==> config.mk <==
export PLATFORM = sky130hd
export DESIGN_NAME = reg_write_arbiter
export DESIGN_NICKNAME = d
export VERILOG_FILES = /design/src/rtl/reg_write_arbiter.sv
export SDC_FILE = /design/constraint.sdc
export NUM_CORES = 1
export LEC_CHECK = 0
export CAP_MARGIN = 10
export CORE_UTILIZATION = 30
export CTS_CLUSTER_DIAMETER = 60
export DETAILED_ROUTE_END_ITERATION = 8
export GPL_TIMING_DRIVEN = 0
export PLACE_DENSITY = 0.63
export SLEW_MARGIN = 20
export SYNTH_ARGS = -nofsm -noshare
export SYNTH_HDL_FRONTEND = slang
export SYNTH_SLANG_ARGS = --single-unit
==> constraint.sdc <==
create_clock -name clk -period 2.4 [get_ports clk]
set_clock_uncertainty 0.05 [all_clocks]
set_input_delay 0.48 -clock clk [delete_from_list [all_inputs] [get_ports clk]]
set_output_delay 0.48 -clock clk [all_outputs]
set_load 0.02 [all_outputs]
==> src/rtl/reg_write_arbiter.sv <==
// reg_write_arbiter
//   Arbitrates write requests from two requesters onto a bank of
//   level-sensitive registers. Each accepted request becomes a one-cycle
//   one-hot write-enable pulse plus a data bus that is held until the next
//   accepted request. After reset the block also drives the bank clear.
//
//   Optional feature macro: REGWR_ARB_RR_EN
//     defined   -> round-robin arbitration between the two requesters
//     undefined -> fixed priority, requester 0 wins ties
//
// Ports
//   clk                    system clock, rising edge
//   reset                  synchronous, active-low
//   req0_valid/addr/data   requester 0 write request
//   req0_ready             requester 0 accepted this cycle
//   req1_valid/addr/data   requester 1 write request
//   req1_ready             requester 1 accepted this cycle
//   we_out     [NREG]      one-hot register write enables
//   wdata_out  [SIZE]      shared write data bus
//   clear_out              bank clear, high in reset and the CLEAR state
//   err_out                sticky: an out-of-range address was accepted
//   busy                   high in CLEAR and WRITE
//
// state    | meaning
// ---------+----------------------------------------------------------
// ST_CLEAR | bank clear asserted, no requests accepted
// ST_IDLE  | readies follow arbitration, transfer moves to ST_WRITE
// ST_WRITE | one-hot write enable held for one cycle, readies low

module reg_write_arbiter #(
  parameter int SIZE   = 16,
  parameter int NREG   = 8,
  parameter int ADDR_W = 3
) (
  input  logic              clk,
  input  logic              reset,
  input  logic              req0_valid,
  input  logic [ADDR_W-1:0] req0_addr,
  input  logic [SIZE-1:0]   req0_data,
  output logic              req0_ready,
  input  logic              req1_valid,
  input  logic [ADDR_W-1:0] req1_addr,
  input  logic [SIZE-1:0]   req1_data,
  output logic              req1_ready,
  output logic [NREG-1:0]   we_out,
  output logic [SIZE-1:0]   wdata_out,
  output logic              clear_out,
  output logic              err_out,
  output logic              busy
);

  typedef enum logic [1:0] {
    ST_CLEAR = 2'd0,
    ST_IDLE  = 2'd1,
    ST_WRITE = 2'd2
  } state_t;

  state_t state;
  state_t state_next;

  logic              grant0;
  logic              grant1;
  logic              xfer;
  logic              sel1;
  logic [ADDR_W-1:0] sel_addr;
  logic [SIZE-1:0]   sel_data;
  logic [NREG-1:0]   we_next;
  logic              oob;

`ifdef REGWR_ARB_RR_EN
  // last holds the most recent grant; on a tie the other requester wins.
  logic last;
  assign grant0 = req0_valid && (!req1_valid || last);
`else
  assign grant0 = req0_valid;
`endif
  assign grant1 = req1_valid && !grant0;

  // Readies are gated by reset so nothing is accepted at the reset edge.
  assign req0_ready = reset && (state == ST_IDLE) && grant0;
  assign req1_ready = reset && (state == ST_IDLE) && grant1;

  assign xfer     = (req0_valid && req0_ready) || (req1_valid && req1_ready);
  assign sel1     = req1_ready;
  assign sel_addr = sel1 ? req1_addr : req0_addr;
  assign sel_data = sel1 ? req1_data : req0_data;
  assign oob      = int'(sel_addr) >= NREG;

  // Out-of-range addresses match no index and decode to all zeros.
  always_comb begin
    we_next = '0;
    for (int i = 0; i < NREG; i++) begin
      if (int'(sel_addr) == i) we_next[i] = 1'b1;
    end
  end

  always_comb begin
    state_next = state;
    case (state)
      ST_CLEAR: state_next = ST_IDLE;
      ST_IDLE:  if (xfer) state_next = ST_WRITE;
      ST_WRITE: state_next = ST_IDLE;
      default:  state_next = ST_CLEAR;
    endcase
  end

  always_ff @(posedge clk) begin
    if (!reset) begin
      state     <= ST_CLEAR;
      we_out    <= '0;
      wdata_out <= '0;
      err_out   <= 1'b0;
`ifdef REGWR_ARB_RR_EN
      last      <= 1'b1;
`endif
    end else begin
      state <= state_next;
      // Enable is a single-cycle pulse; data is only touched on transfer
      // so it stays stable across the edge where the enable falls.
      we_out <= xfer ? we_next : '0;
      if (xfer) begin
        wdata_out <= sel_data;
        if (oob) err_out <= 1'b1;
`ifdef REGWR_ARB_RR_EN
        last <= sel1;
`endif
      end
    end
  end

  // Reset is folded in combinationally so clear/busy are high for the
  // whole time reset is low, not just from the first sampled edge.
  assign clear_out = !reset || (state == ST_CLEAR);
  assign busy      = !reset || (state != ST_IDLE);

endmodule

# --- After elaboration in Yosys (flattened, before gate mapping) ---
# Cells that the tools add are included.
totals:
  inputBits: 42
  register_bits: 26
  output_inout_bits: 29
classes:
  eq_ne: 11
  n_mux: 12
  reduce_logical: 15
ops:
  columns: ["operator", "n"]
  rows:
  - ["$mux 16", 1]
  - ["$eq 3x3->1 const B", 4]
  - ["$mux 1", 8]
  - ["$eq 3x2->1 const B", 2]
  - ["$logic_and 1x1->1", 6]
  - ["$pmux 2 s2", 1]
  - ["$eq 3x1->1 const B", 1]
  - ["$logic_not 3->1", 1]
  - ["$logic_or 1x1->1", 3]
  - ["$mux 3", 1]
  - ["$eq 2x1->1 const B", 1]
  - ["$eq 2x2->1 const B", 1]
  - ["$logic_not 1->1", 2]
  - ["$logic_not 2->1", 1]
  - ["$mux 2", 1]
  - ["$ne 2x1->1 const B", 1]
  - ["$ne 2x2->1 const B", 1]
  - ["$reduce_and 2->1", 1]
  - ["$reduce_or 2->1", 1]

# --- Logic depth before layout (Yosys ltp) ---
# Gate-level depths: netlist of run 1.
depth:
  word_depth: 7
  ltp_mapped: 5
  mapped_depth_nobuf: 3

# --- Worst setup path after synthesis of run 1 ---
# Ideal clock, no wire load.
synth_timing:
  path_kind: "input-to-output"
  startpoint: "input reset"
  endpoint: "output req1_ready"
  cell_stages: 4
  path_buffers: 2
  required_ns: 1.870
  slack_ns: 0.540
  arrival_time_ns: 1.330
  path_cell_list: "buf_2 nand3b_1 buf_2 nor2_1"
synth_via:
  elab_chain_len: 2
synth_lines:
  columns: ["item", "line_no", "source"]
  rows:
  - ["start: declaration", "36", "input logic reset,"]
  - ["$logic_and 1x1->1 (2 in series)", "81", "assign req1_ready = reset && (state == ST_IDLE) && grant1;"]
  - ["end: declaration", "44", "output logic req1_ready,"]
# Every way passes these cells.

# --- Worst setup path in the final report of run 1 ---
layout_timing:
  startpoint: "input reset"
  endpoint: "output clear_out"
layout_via:
  elab_chain_len: 2
layout_lines:
  columns: ["item", "line_no", "source"]
  rows:
  - ["$logic_not 1->1", "133", "assign clear_out = !reset || (state == ST_CLEAR);"]
  - ["$logic_or 1x1->1", "133", null]
  - ["end: declaration", "47", "output logic clear_out,"]
# Every way passes these cells.

==> metrics.md, run 1 <==
| Metric | Value |
|---|---|
| Clk pwr share | 24.3% |
| Vias in the first global route | around 1200 |
| Clk slew on worst S/H paths | around 0.080 ns |
| Total gr overflow | 0 |
| Crit path largest cell delay | 0.55 ns |
| GR Util All Layers | around 17% |
| Psw | between 200 and 300 uW |
| CP Max Fanout | 10 |
| Critical path class | in2out |
| Max-slew violation count | 0 |
| CP Depth | 4 |
| Crit path launch type | primary input |
| CTS tree | built |
| Grt met2 use | about 32% |
| Met3 Resource Use GR | between 1.5 and 2% |
| Yosys warning count | 0 |
| Worst Setup SP | reset |
| Global placement routability congestion | 0.8198 |
| Met1 Use GR | between 20% and 30% |
| Crit path capture type | output pin |
| Post-Syn Area | ~1200 um2 |
| Initial antenna violation count | 0 |
| ANT nets after route | 0 |
| # port buffers | 67 |
| H-tree levels | 1 |
| CTS sink count | 26 |
| Max cap viols | 0 |
| Synth unique cells | 31 |
| Total nets after synthesis | 152 |
| Core area | roughly 3700 um2 |
| Family with the most delay on the worst path | buffers and inverters |
| Die area | just over 4000 um2 |
| Die height | 64.42 um |
| CTS root buf | clkbuf_8 |
| CP Capture Point | clear_out |
| Per-cell routed wire length | 14.91 um |
| Slowest CP cell | clkdlybuf4s50_1 |
| Area grow syn2layout | 67.56% |
| Setup TNS | 0 ns |
| Final Hold Viols | 0 |
| Initial Util | around a third |
| Cells after DPL | approximately 230 |
| IO Pins | 71 |
| Setup Slack @ Placement | -0.1944 ns |
| Via count | roughly 1200 |
| Final setup viols | 0 |
| Switching Share | 26.64% |
| # rows | 22 |
| Drt drc | 0 |
| Post-Route WL | between 3000 and 4000 um |
| Routed vias/inst | between 5 and 6 |
| Nets | roughly 230 |
| R2r setup slk | 1.02 ns |
| Cells after Synth | 110 |
| Fmax | 0.4670 GHz |
| Final cycle utilization of the critical path | between 80% and 90% |
| Iteration-0 DRC Markers | 41 |
| Synth Register Bits | 26 |
| Diodes inserted | 0 |
| Worst Path Arrival | roughly 1.6 ns |
| Worst path cell trace | buf_2 > clkbuf_2 > o21ai_0 > clkdlybuf4s50_1 |
| Status | finished clean |
| DP Area | 1899 um2 |
| PwrDens | between 500 and 600 nW/um2 |
| RSZ-0062 raised after global routing | false |
| Depth of the most critical reg-to-reg path | 4 |
| Fin util | between 50% and 60% |
| Largest net degree at the start of global routing | 14 |
| CP Buf/Inv Count | 3 |
| Clock tree buffer depth | 2 |
| Post-DP HPWL | 2619 um |
| Seq pwr share | about 47% |
| Fin crit period | approximately 2.1 ns |
| Drt pass-1 iters | 4 |
| Most frequent cells in the layout | clkdlybuf4s50_1 (63), dfxtp_1 (26), o22a_1 (16), o221a_1 (10) |
| Seq/Total Area, Yosys | between 40% and 50% |
| HP Class | reg2reg |
| Die width | 64.42 um |
| Pleak | 0.7185 nW |
| Worst-Skew Late Latency | about 0.27 ns |
| Final WS setup | approximately 0.26 ns |
| Worst R2R Start | state[1] |
| Commonest non-fill, non-tap cell in the layout | clkdlybuf4s50_1 |
| Share of post-route cells with drive strength above 1 | roughly 14% |
| First-pass GRT wire length | roughly 5600 um |
| Mean area per synthesized cell | ~11 um2 |
| Combinational fraction of design power | 28.3% |
| Worst path required time | between 1.5 and 2 ns |
| Final std cells w/o fill | 230 |
| FILL cells | 366 |
| Inserted Clock Buffers | 3 |
| Final instance area | just under 2000 um2 |
| Worst reg2reg endpoint | wdata_out[4] |
| Peak supply drop | between 0.0002 and 0.0003 V |
| Top Usage Layer GRT | met2 |
| Int Power | 734.0 uW |
layout make-up:
class / instances / area (um2) / area share (%)
Timing Repair Buffer: 69 / 684.4 / 34.95
Multi-Input combinational cell: 69 / 569.3 / 29.07
Sequential cell: 26 / 520.5 / 26.58
Buffer: 10 / 63.81 / 3.259
Tap cell: 48 / 60.06 / 3.067
Clock buffer: 3 / 41.29 / 2.109
Inverter: 5 / 18.77 / 0.9585
synthesized netlist by cell type (all sizes together):
master  count  area share, %
a21oi       5            2.1
a22oi       1           0.64
a31oi       1           0.54
a32oi       1           0.75
and2        1           0.54
buf         9            4.8
clkbuf      1           0.32
conb        1           0.32
dfxtp      26             45
inv         5            1.6
nand2b      1            1.2
nand3       2           0.86
nand3b      1           0.64
nand4       5            2.7
nand4b      3            2.2
nor2        7            2.5
nor2b       1           0.54
nor3b       3            3.3
nor4bb      1           0.86
o21ai       1           0.43
o221a      16             15
o22a       16             12
o31ai       1           0.64
or2         1           0.54
metal layers:
layer | wire length (um) | vias to the layer above | share of wire, %
li1 | - | 579 | -
met4 | 34 | 0 | 0.99
met1 | 1486 | 601 | 43
met2 | 1777 | 39 | 52
met3 | 131 | 4 | 3.8
met5 | 0 | - | 0
stage by stage:
stage	hold slack, ns	power (mW)
4_1_cts	0.4835	1.009
5_1_grt	0.5038	1.043
2_1_floorplan	0.4438	0.6157
3_3_place_gp	0.4553	0.7617
3_5_place_dp	0.4621	0.7668
6_report	0.4806	1.001
state kept, by name, summed over array words and instances, names as in the netlist:
signal	flops
we_out	8
state	2
wdata_out	16
logic make-up (layout without fill, tap and decap cells):
kind of cell           Yosys count  count (layout)  share of synthesized area [%]
DFF                             26              26                          44.54
and+or+nand+nor                 26              26                          15.85
AOI/OAI and AO/OA               42              42                          32.55
buffers and inverters           15              87                          6.744
other                            1               1                         0.3209
how the worst min path moves through the flow:
stage	from	endpoint	cells past startpoint
floorplan	state[0]	state[0]	2
finish	state[0]	state[0]	2
global route	wdata_out[13]	wdata_out[13]	1
detailed placement	state[0]	state[0]	2
global placement	state[0]	state[0]	2
CTS	state[0]	state[0]	2
repair_timing:
action | CTS | global route
gates resized for setup | 3 | 4
hold buffers | 0 | 0
buffers inserted | 0 | 2
endpoints found under the setup margin | 2 | 2
pin swaps | 0 | 0
power by group through the flow:
stage / clock network [mW] / registers, mW / logic (mW)
4_1_cts: 0.252 / 0.475 / 0.282
6_report: 0.243 / 0.475 / 0.283
2_1_floorplan: 0 / 0.516 / 0.100
3_5_place_dp: 0 / 0.485 / 0.282
3_3_place_gp: 0 / 0.484 / 0.278
5_1_grt: 0.263 / 0.479 / 0.302
worst min-delay path, delay by kind of cell (launching register included):
family / cells / cell delay (ns)
flip-flops: 1 / 0.34
AND/OR/NAND/NOR: 1 / 0.11
AO/OA/AOI/OAI: 1 / 0.06
Power figures use the tool's default switching activity.
==> inputs of run 2 (changes only) <==
--- a/config.mk
+++ b/config.mk
@@ -5,7 +5,6 @@
 export SDC_FILE = /design/constraint.sdc
 export NUM_CORES = 1
 export LEC_CHECK = 0
-export CAP_MARGIN = 10
 export CORE_UTILIZATION = 30
 export CTS_CLUSTER_DIAMETER = 60
 export DETAILED_ROUTE_END_ITERATION = 8
==> results of run 2 <==
Same layout as run 1: the final DEF is identical, and so are final timing and power.
==> inputs of run 3 (changes only) <==
--- a/config.mk
+++ b/config.mk
@@ -5,6 +5,7 @@
 export SDC_FILE = /design/constraint.sdc
 export NUM_CORES = 1
 export LEC_CHECK = 0
+export CAP_MARGIN = 20
 export CORE_UTILIZATION = 30
 export CTS_CLUSTER_DIAMETER = 60
 export DETAILED_ROUTE_END_ITERATION = 8
==> results of run 3 <==
Same layout as run 1: the final DEF is identical, and so are final timing and power.
